`src/rtl/ivs_dma_rd_axi_mst_if.sv`:
```
// Split-command, split-data and AXI3 AR/R signal bundle for the DMA read AXI master.
// The mst modport is the block's view and the slv modport is the environment's view.
interface ivs_dma_rd_axi_mst_if #(
  parameter int DW  = 64,
  parameter int AW  = 32,
  parameter int IDW = 4
);
  logic          split_req;
  logic [AW-1:0] split_base;
  logic [3:0]    split_len;
  logic          split_ack;
  logic [DW-1:0] split_rdata;
  logic          split_valid;
  logic          split_rlast;
  logic          split_rdy;

  logic           m_arvalid;
  logic           m_arready;
  logic [AW-1:0]  m_araddr;
  logic [3:0]     m_arlen;
  logic [2:0]     m_arsize;
  logic [1:0]     m_arburst;
  logic [IDW-1:0] m_arid;
  logic           m_rvalid;
  logic           m_rready;
  logic [DW-1:0]  m_rdata;
  logic [1:0]     m_rresp;
  logic           m_rlast;

  modport mst (
    input  split_req, split_base, split_len, split_rdy,
    input  m_arready, m_rvalid, m_rdata, m_rresp, m_rlast,
    output split_ack, split_rdata, split_valid, split_rlast,
    output m_arvalid, m_araddr, m_arlen, m_arsize, m_arburst, m_arid, m_rready
  );

  modport slv (
    output split_req, split_base, split_len, split_rdy,
    output m_arready, m_rvalid, m_rdata, m_rresp, m_rlast,
    input  split_ack, split_rdata, split_valid, split_rlast,
    input  m_arvalid, m_araddr, m_arlen, m_arsize, m_arburst, m_arid, m_rready
  );
endinterface

```
`src/rtl/ivs_dma_rd_axi_mst.sv`:
```
// Turns one split command into a single AXI3 INCR read burst and returns the beats
// to the split stage through a small registered FIFO, with sticky error status.
module ivs_dma_rd_axi_mst #(
  parameter int             DW         = 64,
  parameter int             AW         = 32,
  parameter int             IDW        = 4,
  parameter logic [IDW-1:0] ARID_VAL   = '0,
  parameter int             FIFO_DEPTH = 4
) (
  input  logic                    clk,
  input  logic                    rst_n,
  input  logic                    sw_rst,
  ivs_dma_rd_axi_mst_if.mst       bus,
  output logic                    busy,
  output logic                    err_resp,
  output logic                    err_last
);
  localparam int             PW   = $clog2(FIFO_DEPTH);
  localparam int             CW   = PW + 1;
  localparam logic [CW-1:0] FULL = CW'(FIFO_DEPTH);

  typedef enum logic [1:0] {IDLE, AR_SEND, R_WAIT} state_t;

  state_t        state_q, state_d;
  logic          arvalid_q, arvalid_d;
  logic [AW-1:0] addr_q, addr_d;
  logic [3:0]    len_q, len_d;
  logic [3:0]    cnt_q, cnt_d;
  logic          rready_q, rready_d;
  logic          err_resp_q, err_resp_d;
  logic          err_last_q, err_last_d;
  logic [DW:0]   mem_q [FIFO_DEPTH];
  logic [DW:0]   mem_d [FIFO_DEPTH];
  logic [PW-1:0] wr_ptr_q, wr_ptr_d;
  logic [PW-1:0] rd_ptr_q, rd_ptr_d;
  logic [CW-1:0] occ_q, occ_d;

  logic          split_ack_c;
  logic          beat_acc;
  logic          last_flag;
  logic          push;
  logic          pop;
  logic [PW-1:0] head_ptr;

  always_comb begin
    state_d     = state_q;
    arvalid_d   = arvalid_q;
    addr_d      = addr_q;
    len_d       = len_q;
    cnt_d       = cnt_q;
    wr_ptr_d    = wr_ptr_q;
    rd_ptr_d    = rd_ptr_q;
    occ_d       = occ_q;
    mem_d       = mem_q;
    split_ack_c = 1'b0;

    // rready_q is only ever high in R_WAIT, so it alone qualifies a beat
    beat_acc  = rready_q & bus.m_rvalid;
    last_flag = (cnt_q == len_q);
    push      = beat_acc;
    pop       = (occ_q != '0) & bus.split_rdy;

    case (state_q)
      IDLE: begin
        if (bus.split_req) begin
          addr_d    = {bus.split_base[AW-1:3], 3'b000};
          len_d     = bus.split_len;
          arvalid_d = 1'b1;
          state_d   = AR_SEND;
        end
      end
      AR_SEND: begin
        if (bus.m_arready) begin
          split_ack_c = 1'b1;
          arvalid_d   = 1'b0;
          state_d     = R_WAIT;
        end
      end
      R_WAIT: begin
        if (beat_acc) begin
          if (last_flag) begin
            cnt_d   = '0;
            state_d = IDLE;
          end else begin
            cnt_d = cnt_q + 4'd1;
          end
        end
      end
      default: state_d = IDLE;
    endcase

    if (push) begin
      mem_d[wr_ptr_q] = {bus.m_rdata, last_flag};
      wr_ptr_d        = wr_ptr_q + PW'(1);
    end
    if (pop) begin
      rd_ptr_d = rd_ptr_q + PW'(1);
    end
    case ({push, pop})
      2'b10:   occ_d = occ_q + CW'(1);
      2'b01:   occ_d = occ_q - CW'(1);
      default: occ_d = occ_q;
    endcase

    // Registered from next occupancy: a freed slot reopens R one cycle after the pop
    rready_d = (state_d == R_WAIT) && (occ_d != FULL);

    err_resp_d = (err_resp_q & ~sw_rst) | (beat_acc & (bus.m_rresp != 2'b00));
    err_last_d = (err_last_q & ~sw_rst) | (beat_acc & (bus.m_rlast != last_flag));
  end

  always_ff @(posedge clk or negedge rst_n) begin
    if (!rst_n) begin
      state_q    <= IDLE;
      arvalid_q  <= 1'b0;
      addr_q     <= '0;
      len_q      <= '0;
      cnt_q      <= '0;
      rready_q   <= 1'b0;
      err_resp_q <= 1'b0;
      err_last_q <= 1'b0;
      wr_ptr_q   <= '0;
      rd_ptr_q   <= '0;
      occ_q      <= '0;
      for (int i = 0; i < FIFO_DEPTH; i++) begin
        mem_q[i] <= '0;
      end
    end else begin
      state_q    <= state_d;
      arvalid_q  <= arvalid_d;
      addr_q     <= addr_d;
      len_q      <= len_d;
      cnt_q      <= cnt_d;
      rready_q   <= rready_d;
      err_resp_q <= err_resp_d;
      err_last_q <= err_last_d;
      wr_ptr_q   <= wr_ptr_d;
      rd_ptr_q   <= rd_ptr_d;
      occ_q      <= occ_d;
      mem_q      <= mem_d;
    end
  end

  // When empty, point at the slot just popped so split_rdata holds its last value
  assign head_ptr = (occ_q == '0) ? (rd_ptr_q - PW'(1)) : rd_ptr_q;

  assign bus.split_ack   = split_ack_c;
  assign bus.split_valid = (occ_q != '0);
  assign bus.split_rdata = mem_q[head_ptr][DW:1];
  assign bus.split_rlast = (occ_q != '0) & mem_q[head_ptr][0];

  assign bus.m_arvalid = arvalid_q;
  assign bus.m_araddr  = addr_q;
  assign bus.m_arlen   = len_q;
  assign bus.m_arsize  = 3'b011;
  assign bus.m_arburst = 2'b01;
  assign bus.m_arid    = ARID_VAL;
  assign bus.m_rready  = rready_q;

  assign busy     = (state_q != IDLE) | (occ_q != '0);
  assign err_resp = err_resp_q;
  assign err_last = err_last_q;
endmodule

```
`src/flat_wrapper.sv`:
```
// flat-port wrapper written by rule: the top's interface ports become plain ports
module ivs_dma_rd_axi_mst_flat 
#(
  parameter int             DW         = 64,
  parameter int             AW         = 32,
  parameter int             IDW        = 4,
  parameter logic [IDW-1:0] ARID_VAL   = '0,
  parameter int             FIFO_DEPTH = 4
)
  (clk, rst_n, sw_rst, busy, err_resp, err_last, bus_split_req, bus_split_base, bus_split_len, bus_split_rdy, bus_m_arready, bus_m_rvalid, bus_m_rdata, bus_m_rresp, bus_m_rlast, bus_split_ack, bus_split_rdata, bus_split_valid, bus_split_rlast, bus_m_arvalid, bus_m_araddr, bus_m_arlen, bus_m_arsize, bus_m_arburst, bus_m_arid, bus_m_rready);
  ivs_dma_rd_axi_mst_if #(.DW(DW), .AW(AW), .IDW(IDW)) bus_i ();
  input  logic clk;
  input  logic rst_n;
  input  logic sw_rst;
  output logic busy;
  output logic err_resp;
  output logic err_last;
  input wire logic [$bits(bus_i.split_req)-1:0] bus_split_req;
  input wire logic [$bits(bus_i.split_base)-1:0] bus_split_base;
  input wire logic [$bits(bus_i.split_len)-1:0] bus_split_len;
  input wire logic [$bits(bus_i.split_rdy)-1:0] bus_split_rdy;
  input wire logic [$bits(bus_i.m_arready)-1:0] bus_m_arready;
  input wire logic [$bits(bus_i.m_rvalid)-1:0] bus_m_rvalid;
  input wire logic [$bits(bus_i.m_rdata)-1:0] bus_m_rdata;
  input wire logic [$bits(bus_i.m_rresp)-1:0] bus_m_rresp;
  input wire logic [$bits(bus_i.m_rlast)-1:0] bus_m_rlast;
  output wire logic [$bits(bus_i.split_ack)-1:0] bus_split_ack;
  output wire logic [$bits(bus_i.split_rdata)-1:0] bus_split_rdata;
  output wire logic [$bits(bus_i.split_valid)-1:0] bus_split_valid;
  output wire logic [$bits(bus_i.split_rlast)-1:0] bus_split_rlast;
  output wire logic [$bits(bus_i.m_arvalid)-1:0] bus_m_arvalid;
  output wire logic [$bits(bus_i.m_araddr)-1:0] bus_m_araddr;
  output wire logic [$bits(bus_i.m_arlen)-1:0] bus_m_arlen;
  output wire logic [$bits(bus_i.m_arsize)-1:0] bus_m_arsize;
  output wire logic [$bits(bus_i.m_arburst)-1:0] bus_m_arburst;
  output wire logic [$bits(bus_i.m_arid)-1:0] bus_m_arid;
  output wire logic [$bits(bus_i.m_rready)-1:0] bus_m_rready;
  assign bus_i.split_req = bus_split_req;
  assign bus_i.split_base = bus_split_base;
  assign bus_i.split_len = bus_split_len;
  assign bus_i.split_rdy = bus_split_rdy;
  assign bus_i.m_arready = bus_m_arready;
  assign bus_i.m_rvalid = bus_m_rvalid;
  assign bus_i.m_rdata = bus_m_rdata;
  assign bus_i.m_rresp = bus_m_rresp;
  assign bus_i.m_rlast = bus_m_rlast;
  assign bus_split_ack = bus_i.split_ack;
  assign bus_split_rdata = bus_i.split_rdata;
  assign bus_split_valid = bus_i.split_valid;
  assign bus_split_rlast = bus_i.split_rlast;
  assign bus_m_arvalid = bus_i.m_arvalid;
  assign bus_m_araddr = bus_i.m_araddr;
  assign bus_m_arlen = bus_i.m_arlen;
  assign bus_m_arsize = bus_i.m_arsize;
  assign bus_m_arburst = bus_i.m_arburst;
  assign bus_m_arid = bus_i.m_arid;
  assign bus_m_rready = bus_i.m_rready;
  ivs_dma_rd_axi_mst #(.DW(DW), .AW(AW), .IDW(IDW), .ARID_VAL(ARID_VAL), .FIFO_DEPTH(FIFO_DEPTH)) u_core (.clk(clk), .rst_n(rst_n), .sw_rst(sw_rst), .bus(bus_i), .busy(busy), .err_resp(err_resp), .err_last(err_last));
endmodule
```
`config.mk`:
```
export PLATFORM = sky130hd
export DESIGN_NAME = ivs_dma_rd_axi_mst_flat
export DESIGN_NICKNAME = d
export VERILOG_FILES = /design/src/rtl/ivs_dma_rd_axi_mst_if.sv /design/src/rtl/ivs_dma_rd_axi_mst.sv /design/src/flat_wrapper.sv
export SDC_FILE = /design/constraint.sdc
export NUM_CORES = 1
export LEC_CHECK = 0
export BUFFER_PORTS_ARGS = -buffer_cell sky130_fd_sc_hd__buf_4
export CAP_MARGIN = 15
export CORE_ASPECT_RATIO = 0.9
export CORE_MARGIN = 2
export CORE_UTILIZATION = 25
export CTS_CLUSTER_DIAMETER = 150
export DETAILED_ROUTE_END_ITERATION = 8
export PLACE_DENSITY = 0.52
export REMOVE_ABC_BUFFERS = 1
export SLEW_MARGIN = 20
export SYNTH_ARGS = -nofsm -noshare
export SYNTH_HDL_FRONTEND = slang
export SYNTH_SLANG_ARGS = --single-unit
```
`constraint.sdc`:
```
create_clock -name clk -period 4 [get_ports clk]
set_clock_uncertainty 0.15 [all_clocks]
set_input_delay 0.6 -clock clk [delete_from_list [all_inputs] [get_ports clk]]
set_output_delay 0.6 -clock clk [all_outputs]
set_load 0.1 [all_outputs]
```
# ---- Word level (Yosys, flattened, before mapping)
# Cells that the tools add are included.
# Widths: inputs -> output; s select.
dict set report classes {
  bitwise 13
  n_eq_ne 10
  order_cmp 3
  n_mux 19
  reduce_logical 11
  add_sub_neg 6
}
# operator n
set op_table {}
lappend op_table {{$bwmux 260} 1}
lappend op_table {{$mux 65} 3}
lappend op_table {{$bmux 65 s2} 1}
lappend op_table {{$demux 65 s2} 1}
lappend op_table {{$mux 2} 5}
lappend op_table {{$and 1x1->1} 7}
lappend op_table {{$eq 2x2->1 const B} 3}
lappend op_table {{$ge 3x3->1 const B} 2}
lappend op_table {{$not 2->3} 2}
lappend op_table {{$pmux 2 s3} 1}
lappend op_table {{$pmux 3 s2} 1}
lappend op_table {{$reduce_bool 2->1} 3}
lappend op_table {{$add 2x1->2 const B} 2}
lappend op_table {{$add 4x1->4 const B} 1}
lappend op_table {{$eq 2x1->1 const B} 2}
lappend op_table {{$eq 4x4->1} 1}
lappend op_table {{$mux 1} 4}
lappend op_table {{$mux 4} 1}
lappend op_table {{$ne 2x2->1 const B} 2}
lappend op_table {{$reduce_and 2->1} 2}
lappend op_table {{$add 3x1->3 const B} 1}
lappend op_table {{$logic_not 3->1} 1}
lappend op_table {{$lt 3x1->1 const B} 1}
lappend op_table {{$ne 3x3->1 const B} 1}
lappend op_table {{10 further kinds} 13}
dict set report totals {
  word_cells 77
  output_inout_bits 117
  register_bits 310
  input_bits 110
}

# ---- Longest topological paths before layout
# Gate-level depths: netlist of the first run.
dict set report depth {
  ltp_word 7
  depth_mapped 11
  mapped_depth_nobuf 10
}

# ---- Worst setup path after synthesis of the first run
# Ideal clock, no wire load.
dict set report synth_path {
  kind {register to output}
  from {reg u_core.occ_q[0]}
  to {out bus_split_rdata[57]}
  path_buffers 2
  required_time_ps 3250
  arrival_ps 2997
  path_slack_ps 253
  stages_incl_launch_ff 8
  path_cell_list {dfrtp_1 -> nor3_4 -> inv_2 -> buf_2 -> buf_2 -> nand3b_1 -> o311ai_1 -> a22oi_1}
}
dict set report synth_between {
  elab_chain_cells 6
}
# element line_no
set synth_rtl {}
lappend synth_rtl {{from (decl)} ivs_dma_rd_axi_mst.sv:36} ;# logic [CW-1:0] occ_q, occ_d;
lappend synth_rtl {{from (signal assigned)} ivs_dma_rd_axi_mst.sv:124} ;# occ_q <= '0;
lappend synth_rtl {{from (signal assigned)} ivs_dma_rd_axi_mst.sv:139} ;# occ_q <= occ_d;
lappend synth_rtl {{$logic_not 3->1} ivs_dma_rd_axi_mst.sv:145} ;# assign head_ptr = (occ_q == '0) ? (rd_ptr_q - PW'(1)) : rd_ptr_q;
lappend synth_rtl {{$mux 2} ivs_dma_rd_axi_mst.sv:145}
lappend synth_rtl {{$not 2->3 (implied by the code)} ivs_dma_rd_axi_mst.sv:149} ;# assign bus.split_rdata = mem_q[head_ptr][DW:1];
lappend synth_rtl {{$bmux 65 s2} ivs_dma_rd_axi_mst.sv:149}
lappend synth_rtl {{$mux 65 (implied by the code) (2 in a row)} ivs_dma_rd_axi_mst.sv:149}
lappend synth_rtl {{to (decl)} flat_wrapper.sv:28} ;# output wire logic [$bits(bus_i.split_rdata)-1:0] bus_split_rdata;
# No other way between the ends. The select of a mux whose other input is x is not followed.

# ---- Worst setup path in the final report of the first run
dict set report layout_path {
  from {reg u_core.occ_q[0]}
  to {out bus_split_rdata[45]}
}
# Same word-level chain as after synthesis.

==> summary.txt, run 1 <==
STA
  – Fmax: 273 MHz
  – Post-Route Setup TNS: 0 ns
  – Final Max Tran Viols: 0
  – RSZ-0062 raised after global routing: false
  – Period utilization: 91.6%
  – Final setup fails: 0
  – Final Hold Fails: 0
  – Worst Tran Pin Value: 0.885 ns
  – Final worst path period need: 3.66 ns
  – Slew headroom: 41.0%

Clock tree
  – CTS Buffer Depth: 3
  – H-tree levels: 2
  – Root buffer cell: clkbuf_16
  – CTS buffer count: 38
  – Post-cts gate resize count: 0
  – CTS sink count: 310
  – Register clock-pin slew on the reported worst setup and hold paths: 0.06 ns
  – Setup bufs post-CTS: 0
  – CTS tree: done
  – Clock Latency Late Sink: 0.54 ns

Setup path
  – Critical Path Fanout Max: 26
  – Critical Path Most Common Cell: buf_4
  – Slowest cell on the critical path: buf_4
  – Top delay family on crit path: buffers and inverters
  – CP Data Required Time: 3.25 ns
  – Critical path's largest stage delay: 0.49 ns
  – Worst setup SP type: flip-flop
  – CP arrival: 2.91 ns
  – CP Capture Type: output port
  – Crit-path cells: nor3_4, buf_4, nor2_1, a211o_1, a22oi_1, buf_4
  – Setup CP Type: flip-flop to output port
  – Buf/Inv on CP: 2

Placement
  – PortBufs: 211
  – Gpl congestion: 0.703
  – Detailed placement HPWL: 25.1 mm
  – Placed cell count: 2173
  – Area post-placement: 18000 um^2

Logic synthesis
  – Synth warn: 0
  – Seq/Total Area, Yosys: 50.1%
  – Largest family of logic cells by synthesized area: multiplexers
  – Post-synthesis adder-cell area fraction: 0.614%
  – Syn avg cell area: 12.3 um^2
  – Simple-gate area share of the yosys netlist: 7.84%
  – Largest area contributor in the netlist: dfrtp_1
  – Ranking of synthesized cells by area: dfrtp_1 (50%), mux2_2 (21%), mux2i_1 (4.3%)
  – Post-synthesis sequential element count: 310
  – Synth Area in XOR/XNOR: 0.678%
  – Post-Syn Area: 15500 um^2
  – Synth cell types: 41
  – Share of the synthesized area in the top cell type: 50.1%
  – Mapped Cells: 1260
  – Post-synthesis compound-gate area fraction: 11.0%
  – Mux share of post-synthesis cell area: 25.5%

Global routing
  – Vias in the first global route: 11400
  – Grt total ovfl: 0
  – Antenna violations before repair: 3
  – Gr usage total: 12.9%
  – Largest net degree at the start of global routing: 107
  – First-pass GRT wire length: 64.9 mm

Cells and area
  – Fraction of layout cells with a size suffix above 1: 41.5%
  – Post-route cell area: 19300 um^2
  – Nets@finish: 1539
  – P&R area growth vs syn: 24.2%
  – Commonest cells after routing, fill and taps aside: dfrtp_1 (308), mux2_2 (290), buf_4 (224), nor2_1 (68), mux2i_1 (66)
  – Post-route insts no fill: 2244
  – Final Util: 31.4%
  – Commonest non-fill, non-tap cell in the layout: dfrtp_1

Drt
  – Drt total wl: 41.2 mm
  – Detailed-route wire length per cell: 18.4 um
  – Routed via count: 11100
  – Residual DRC: 0
  – DR pass1 iterations: 5
  – Via density: 4.94
  – Post-route ant nets: 0
  – DRT iter0 DRCs: 647

Floorplan
  – Die H: 240 um
  – CORE AREA: 61200 um^2
  – Core Rows: 86
  – Io pins: 227
  – Die area: 64000 um^2
  – Initial Utilization: 25.3%
  – Die width: 266 um

Status
  – Status: finished clean

Run
  – Max Cap Viol: 0

Hold path
  – Min-Delay Path Class: input pin to flip-flop
path summary, 6_finish.rpt:
path | end | slack (ns) | cells past startpoint | from
min reg2reg | u_core.mem_q[130]$_DFFE_PN0P_ | 0.33 | 2 | u_core.mem_q[130]$_DFFE_PN0P_
min | u_core.err_resp$_DFF_PN0_ | 0.1 | 2 | sw_rst
min in group asynchronous | u_core.bus.m_araddr[15]$_DFFE_PN0P_ | 0.58 | 2 | rst_n
max | bus_split_rdata[45] | 0.34 | 6 | u_core.occ_q[0]$_DFF_PN0_
max in group asynchronous | u_core.mem_q[97]$_DFFE_PN0P_ | 2.13 | 3 | rst_n
max reg2reg | u_core.bus.m_rready$_DFF_PN0_ | 0.95 | 9 | u_core.occ_q[0]$_DFF_PN0_
sequential cells by signal (all words and copies together), names as in the netlist:
signal / cells
u_core.bus.m_araddr: 29
u_core.bus.m_arlen: 4
u_core.bus.m_arvalid: 1
u_core.bus.m_rready: 1
u_core.cnt_q: 4
u_core.err_last: 1
u_core.err_resp: 1
u_core.mem_q: 260
u_core.occ_q: 3
u_core.rd_ptr_q: 2
u_core.state_q: 2
u_core.wr_ptr_q: 2
layout make-up:
class	count	area, um^2
Antenna cell	1	2.50
Clock buffer	53	1120
Clock inverter	16	158
Fill cell	6178	42000
Inverter	11	46.3
Multi-Input combinational cell	821	7180
Sequential cell	310	7760
Tap cell	792	991
Timing Repair Buffer	240	1990
routing by layer:
layer  track usage [%]  share of wire (%)  vias to the layer above
li1                  -                  -                     5051
met5                 0              0.056                        -
met3              3.81                6.4                       51
met1              17.0                 45                     5724
met4              3.71                1.7                        4
met2              20.4                 47                      248
cells in the mapped netlist, drive strengths merged:
cell    number
buf         67
mux4         1
dfrtp      310
o22a         1
nor3b        1
nand3        5
mux2       290
nand2b       2
o311a        1
o311ai      63
nand4        1
o22ai        2
xnor2        8
conb         2
a21o         2
mux2i       66
nor3        66
nand2       11
and2         2
clkbuf      61
nand4b       1
or3          1
a41oi        1
inv         11
a22oi       64
nor2        68
nand3b      64
a211o       63
a211oi       1
a221oi       1
nor2b        2
fa           1
xor2         4
a22o         1
o21ai        9
ha           6
metrics by stage:
| stage | hold WS, ns | setup WS, ns |
|---|---|---|
| 2_1_floorplan | 0.154 | -6.06 |
| 3_3_place_gp | 0.309 | 0.843 |
| 3_5_place_dp | 0.318 | 0.837 |
| 4_1_cts | 0.0532 | 0.221 |
| 5_1_grt | 0.0744 | 0.0805 |
| 6_report | 0.0961 | 0.336 |
repair_timing:
| action | CTS | global route |
|---|---|---|
| hold buffers | 1 | 0 |
| hold endpoints to repair | 1 | 0 |
| setup endpoints to repair | 0 | 0 |
worst register-to-register path: cells and delay by family (launching register included):
kind,cells,cell delay [ns]
flip-flops,1,0.43
multiplexers,1,0.18
AO/OA/AOI/OAI,1,0.27
adder cells (fa/ha/maj),2,0.62
AND/OR/NAND/NOR,3,0.89
buffers and inverters,2,0.42
kinds of logic (layout without fill, tap and decap cells):
family          after synthesis  in the layout
flops                       310            310
other cells                   2             13
fa+ha+maj                     7              7
mux                         357            357
xor+xnor                     12             12
compound gates              209            209
simple gates                224            224
buf+inv                     139            320
Power of run 1 is not shown: default switching activity piles up to over one toggle a cycle in this logic, so the estimate is an artifact.
==> run 2, diff against run 1 <==
- clock period: 4 -> 3.71 ns (I/O delays scaled with it)
==> run 2 against run 1 <==
Via count down 0.32%. Global-route usage shrank 0.21 points. Cell area grew 0.48%. First-iteration DRC count is 22% lower. Critical path depth is 1 higher. Wire length decreased by 1.3%. Largest cell class unchanged.
==> summary.txt, run 2 (same netlist as run 1, synthesis figures left out) <==
Setup path
  – Critical Path Most Common Cell: buf_4
  – CP arrival: 2.79 ns
  – Reg-to-reg slack, setup: 0.89 ns
  – Top delay family on crit path: buffers and inverters
  – Worst setup SP type: flip-flop
  – R2R depth: 9
  – Setup CP Type: flip-flop to output port
  – Reg2reg start: u_core.occ_q[0]$_DFF_PN0_
  – Slowest cell on the critical path: dfrtp_1
  – Crit-path cells: nor3_4, buf_4, buf_4, nor2_1, a211o_1, a22oi_1, buf_4
  – CP Data Required Time: 3.00 ns
  – Critical Path Fanout Max: 19
  – CP Capture Type: output port
  – Critical path's largest stage delay: 0.43 ns
  – Buf/Inv on CP: 3
  – Worst R2R End: u_core.bus.m_rready$_DFF_PN0_

Cells and area
  – # fillers: 6125
  – Fraction of layout cells with a size suffix above 1: 41.8%
  – Nets@finish: 1550
  – Ant. Diodes: 0
  – Largest register FFs: 260
  – Top reg by flops: u_core.mem_q
  – Commonest cells after routing, fill and taps aside: dfrtp_1 (308), mux2_2 (290), buf_4 (231), nor2_1 (68), mux2i_1 (66)
  – Post-route insts no fill: 2254
  – Final Util: 31.6%
  – Area of the multi-input gates: 7190 um^2
  – Reg area: 7760 um^2
  – P&R area growth vs syn: 24.8%
  – Commonest non-fill, non-tap cell in the layout: dfrtp_1

Global routing
  – Vias in the first global route: 11500
  – First-pass GRT wire length: 63.9 mm
  – Antenna violations before repair: 2
  – Gr usage total: 12.7%
  – Grt total ovfl: 0
  – Largest net degree at the start of global routing: 132

Floorplan
  – Io pins: 227
  – CORE AREA: 61200 um^2
  – Die width: 266 um
  – Core Rows: 86
  – Initial Utilization: 25.3%
  – Die H: 240 um
  – Die area: 64000 um^2

Hold path
  – Min-Delay Path Class: input pin to flip-flop
  – Hold path cells: 2
  – WHS Endpoint: u_core.err_resp$_DFF_PN0_
  – HP Start: sw_rst

Clock tree
  – Register clock-pin slew on the reported worst setup and hold paths: 0.05 ns
  – Clock Latency Late Sink: 0.55 ns
  – CTS Buffer Depth: 3
  – CTS sink count: 310
  – CTS buffer count: 39
  – CTS tree: done
  – Root buffer cell: clkbuf_16
  – H-tree levels: 2

STA
  – Final Hold Fails: 0
  – RSZ-0062 raised after global routing: false
  – Slew headroom: 48.0%
  – Final setup fails: 0
  – Final worst path period need: 3.49 ns
  – Post-Route Setup TNS: 0 ns
  – Worst Tran Pin Value: 0.780 ns
  – PnR worst setup slack: 0.216 ns
  – Final Max Tran Viols: 0
  – Period utilization: 94.2%
  – Fmax: 286 MHz

Placement
  – Detailed placement HPWL: 25.4 mm
  – Placed cell count: 2183
  – Gpl congestion: 0.718
  – Pre-CTS setup slack: 0.665 ns
  – PortBufs: 211

Drt
  – Drt total wl: 40.7 mm
  – DR pass1 iterations: 6
  – Detailed-route wire length per cell: 18.0 um
  – Residual DRC: 0
  – DRT iter0 DRCs: 502
  – Via density: 4.90
  – Post-route ant nets: 0
  – Routed via count: 11000

Status
  – Status: finished clean

Run
  – Max Cap Viol: 0
==> run 2: through the flow <==
step | hold slack, ns | cell area, um^2
after floorplan | 0.111 | 14900
after global placement | 0.307 | 18100
after detailed placement | 0.319 | 18100
after CTS | 0.0289 | 19300
after global routing | 0.0540 | 19300
final | 0.0740 | 19300
==> run 2: final cells by class <==
type                       count  area share [%]
clock buffer                  50            5.36
clock inverter                20            1.13
inverter                      11           0.252
multi-input combinational    821            37.2
sequential                   310            40.1
tap                          792            5.12
timing repair buffer         250            10.8
==> run 2: repair_timing <==
| action | in CTS | in global routing |
|---|---|---|
| setup buffers | 0 | 0 |
| endpoints found under the setup margin | 0 | 9 |
| gates resized for setup | 0 | 3 |
| hold buffers | 1 | 0 |
| endpoints found under the hold margin | 85 | 0 |
==> run 2: how the worst max path moves through the flow <==
stage	cells past startpoint	to	start	slack [ns]
finish	7	bus_split_rdata[9]	u_core.occ_q[0]$_DFF_PN0_	0.22
floorplan	2	bus_split_rdata[0]	u_core.rd_ptr_q[0]$_DFFE_PN0N_	-6.30
detailed placement	7	bus_split_rdata[15]	u_core.occ_q[0]$_DFF_PN0_	0.67
global route	7	bus_split_rdata[32]	u_core.occ_q[0]$_DFF_PN0_	0.05
CTS	7	bus_split_rdata[46]	u_core.occ_q[0]$_DFF_PN0_	0.06
global placement	6	bus_split_rdata[46]	u_core.occ_q[0]$_DFF_PN0_	0.53
==> run 2: worst register-to-register path, stage by stage, from the launching register on <==
cell      delay [ns]
dfrtp_1         0.43
nor3_4          0.32
inv_8           0.24
and2_1          0.31
ha_1            0.23
inv_1           0.08
fa_1            0.42
mux2i_1         0.19
nor2_1          0.08
a221oi_1        0.26
==> run 2: routing by layer <==
| metal | GRT usage, % | up-vias | part of all wire [%] |
|---|---|---|---|
| li1 | - | 5063 | - |
| met5 | 0 | - | 0.064 |
| met3 | 3.90 | 58 | 7.2 |
| met4 | 3.47 | 4 | 1.8 |
| met2 | 20.8 | 285 | 47 |
| met1 | 16.1 | 5632 | 44 |
Power of run 2 is left out for the same reason.
==> run 3, diff against run 2 <==
- clock period: 3.71 -> 4.21 ns (I/O delays scaled with it)
==> run 3 against run 2 <==
Register-to-register slack improved by 0.60 ns. Global-route usage increased by 0.32 points. Critical path type unchanged. First-iteration DRC count decreased by 8.2%. Utilization decreased by 0.16 points. Final cell count decreased by 0.40%. Wire length increased by 2.3%. Setup slack improved by 0.35 ns. Non-clock buffer count decreased by 7. Worst hold slack got worse by 0.018 ns. Critical path depth decreased by 1. Clock-buffer cell count increased by 12. Die area unchanged.
==> summary.txt, run 3 (same netlist as run 1, synthesis figures left out) <==
Cells and area
  – Largest register FFs: 260
  – # fillers: 6136
  – Final Util: 31.4%
  – Top reg by flops: u_core.mem_q
  – Commonest non-fill, non-tap cell in the layout: dfrtp_1
  – P&R area growth vs syn: 24.2%
  – Fraction of layout cells with a size suffix above 1: 41.3%
  – Post-route insts no fill: 2245
  – Commonest cells after routing, fill and taps aside: dfrtp_1 (308), mux2_2 (290), buf_4 (230), nor2_1 (68), mux2i_1 (66)
  – Nets@finish: 1543
  – Ant. Diodes: 0

Clock tree
  – Post-cts gate resize count: 0
  – H-tree levels: 2
  – Root buffer cell: clkbuf_16
  – Hold_buf cts: 0
  – Setup bufs post-CTS: 0
  – CTS Buffer Depth: 3
  – CTS sink count: 310
  – CTS buffer count: 39
  – CTS tree: done
  – Clock Latency Late Sink: 0.53 ns
  – Register clock-pin slew on the reported worst setup and hold paths: 0.05 ns

STA
  – Fmax: 274 MHz
  – Worst Tran Pin Value: 0.966 ns
  – Period utilization: 86.6%
  – Slew headroom: 35.6%
  – RSZ-0062 raised after global routing: false
  – Post-Route Setup TNS: 0 ns
  – Final Hold Fails: 0
  – Hold_ws: 0.0560 ns
  – Final worst path period need: 3.65 ns
  – Final Max Tran Viols: 0
  – Final setup fails: 0

Drt
  – Detailed-route wire length per cell: 18.5 um
  – DRT iter0 DRCs: 461
  – Routed via count: 11100
  – Drt total wl: 41.6 mm
  – Residual DRC: 0
  – DR pass1 iterations: 5
  – Post-route ant nets: 0
  – Via density: 4.95

Floorplan
  – Io pins: 227
  – Die H: 240 um
  – Core Rows: 86
  – Die area: 64000 um^2
  – Die width: 266 um
  – Initial Utilization: 25.3%
  – CORE AREA: 61200 um^2

Hold path
  – Min-Delay Path Class: input pin to async pin

Global routing
  – Antenna violations before repair: 2
  – Grt total ovfl: 0
  – Gr usage total: 13.0%
  – First-pass GRT wire length: 65.3 mm
  – Largest net degree at the start of global routing: 116
  – Vias in the first global route: 11700

Placement
  – Placed cell count: 2177
  – Gpl congestion: 0.715
  – PortBufs: 211
  – Detailed placement HPWL: 25.0 mm

Setup path
  – Worst setup SP type: flip-flop
  – Reg-to-reg slack, setup: 1.49 ns
  – CP arrival: 2.87 ns
  – CP Data Required Time: 3.43 ns
  – CP Capture Type: output port
  – Reg2reg start: u_core.occ_q[0]$_DFF_PN0_
  – Worst R2R End: u_core.bus.m_rready$_DFF_PN0_
  – R2R depth: 9
  – Setup CP Type: flip-flop to output port
  – Critical Path Fanout Max: 66

Run
  – Max Cap Viol: 0

Status
  – Status: finished clean
[run 3: changes by cell type in the layout (fill, tap and decap cells not counted), sizes merged]
cell / delta
bufinv: -2
inv: -4
dlygate4sd3: -1
clkinv: -8
clkbuf: +12
buf: -6
[run 3: worst max path at each step]
stage                                        start                  end  slack, ns
finish                   u_core.occ_q[0]$_DFF_PN0_  bus_split_rdata[37]       0.56
global route        u_core.rd_ptr_q[0]$_DFFE_PN0N_  bus_split_rdata[32]       0.39
CTS                 u_core.rd_ptr_q[0]$_DFFE_PN0N_  bus_split_rdata[33]       0.52
detailed placement  u_core.rd_ptr_q[0]$_DFFE_PN0N_  bus_split_rdata[33]       1.11
global placement         u_core.occ_q[0]$_DFF_PN0_   bus_split_rdata[0]       1.13
floorplan           u_core.rd_ptr_q[0]$_DFFE_PN0N_   bus_split_rdata[0]      -5.88
[run 3: cell type report]
class | instances | area (um^2) | area share [%]
multi-input cells | 821 | 7180 | 37.3
repair buffers | 243 | 1980 | 10.3
clock buffers | 62 | 1190 | 6.21
well taps | 792 | 991 | 5.15
clock inverters | 6 | 87.6 | 0.455
inverters | 11 | 46.3 | 0.241
flip-flops and latches | 310 | 7760 | 40.3
[run 3: critical path, cell delays in order (launching register included)]
cell     delay [ns]
dfrtp_1        0.43
nor3_4         0.31
buf_12         0.40
xnor2_2        0.13
buf_12         0.28
a22oi_1        0.33
buf_4          0.35
[run 3: layer usage]
layer / wire [um] / global-route usage, % / share of wire (%)
met5: 30 / 0 / 0.072
met4: 909 / 4.03 / 2.2
met3: 2810 / 3.75 / 6.8
met2: 19800 / 21.7 / 48
met1: 18100 / 16.2 / 43
[run 3: metrics by stage]
stage | cell area (um^2) | setup WS (ns)
2_1_floorplan | 14900 | -5.88
3_3_place_gp | 18000 | 1.13
3_5_place_dp | 18000 | 1.11
4_1_cts | 19200 | 0.520
5_1_grt | 19200 | 0.393
6_report | 19200 | 0.562
Power of run 3 is left out for the same reason.
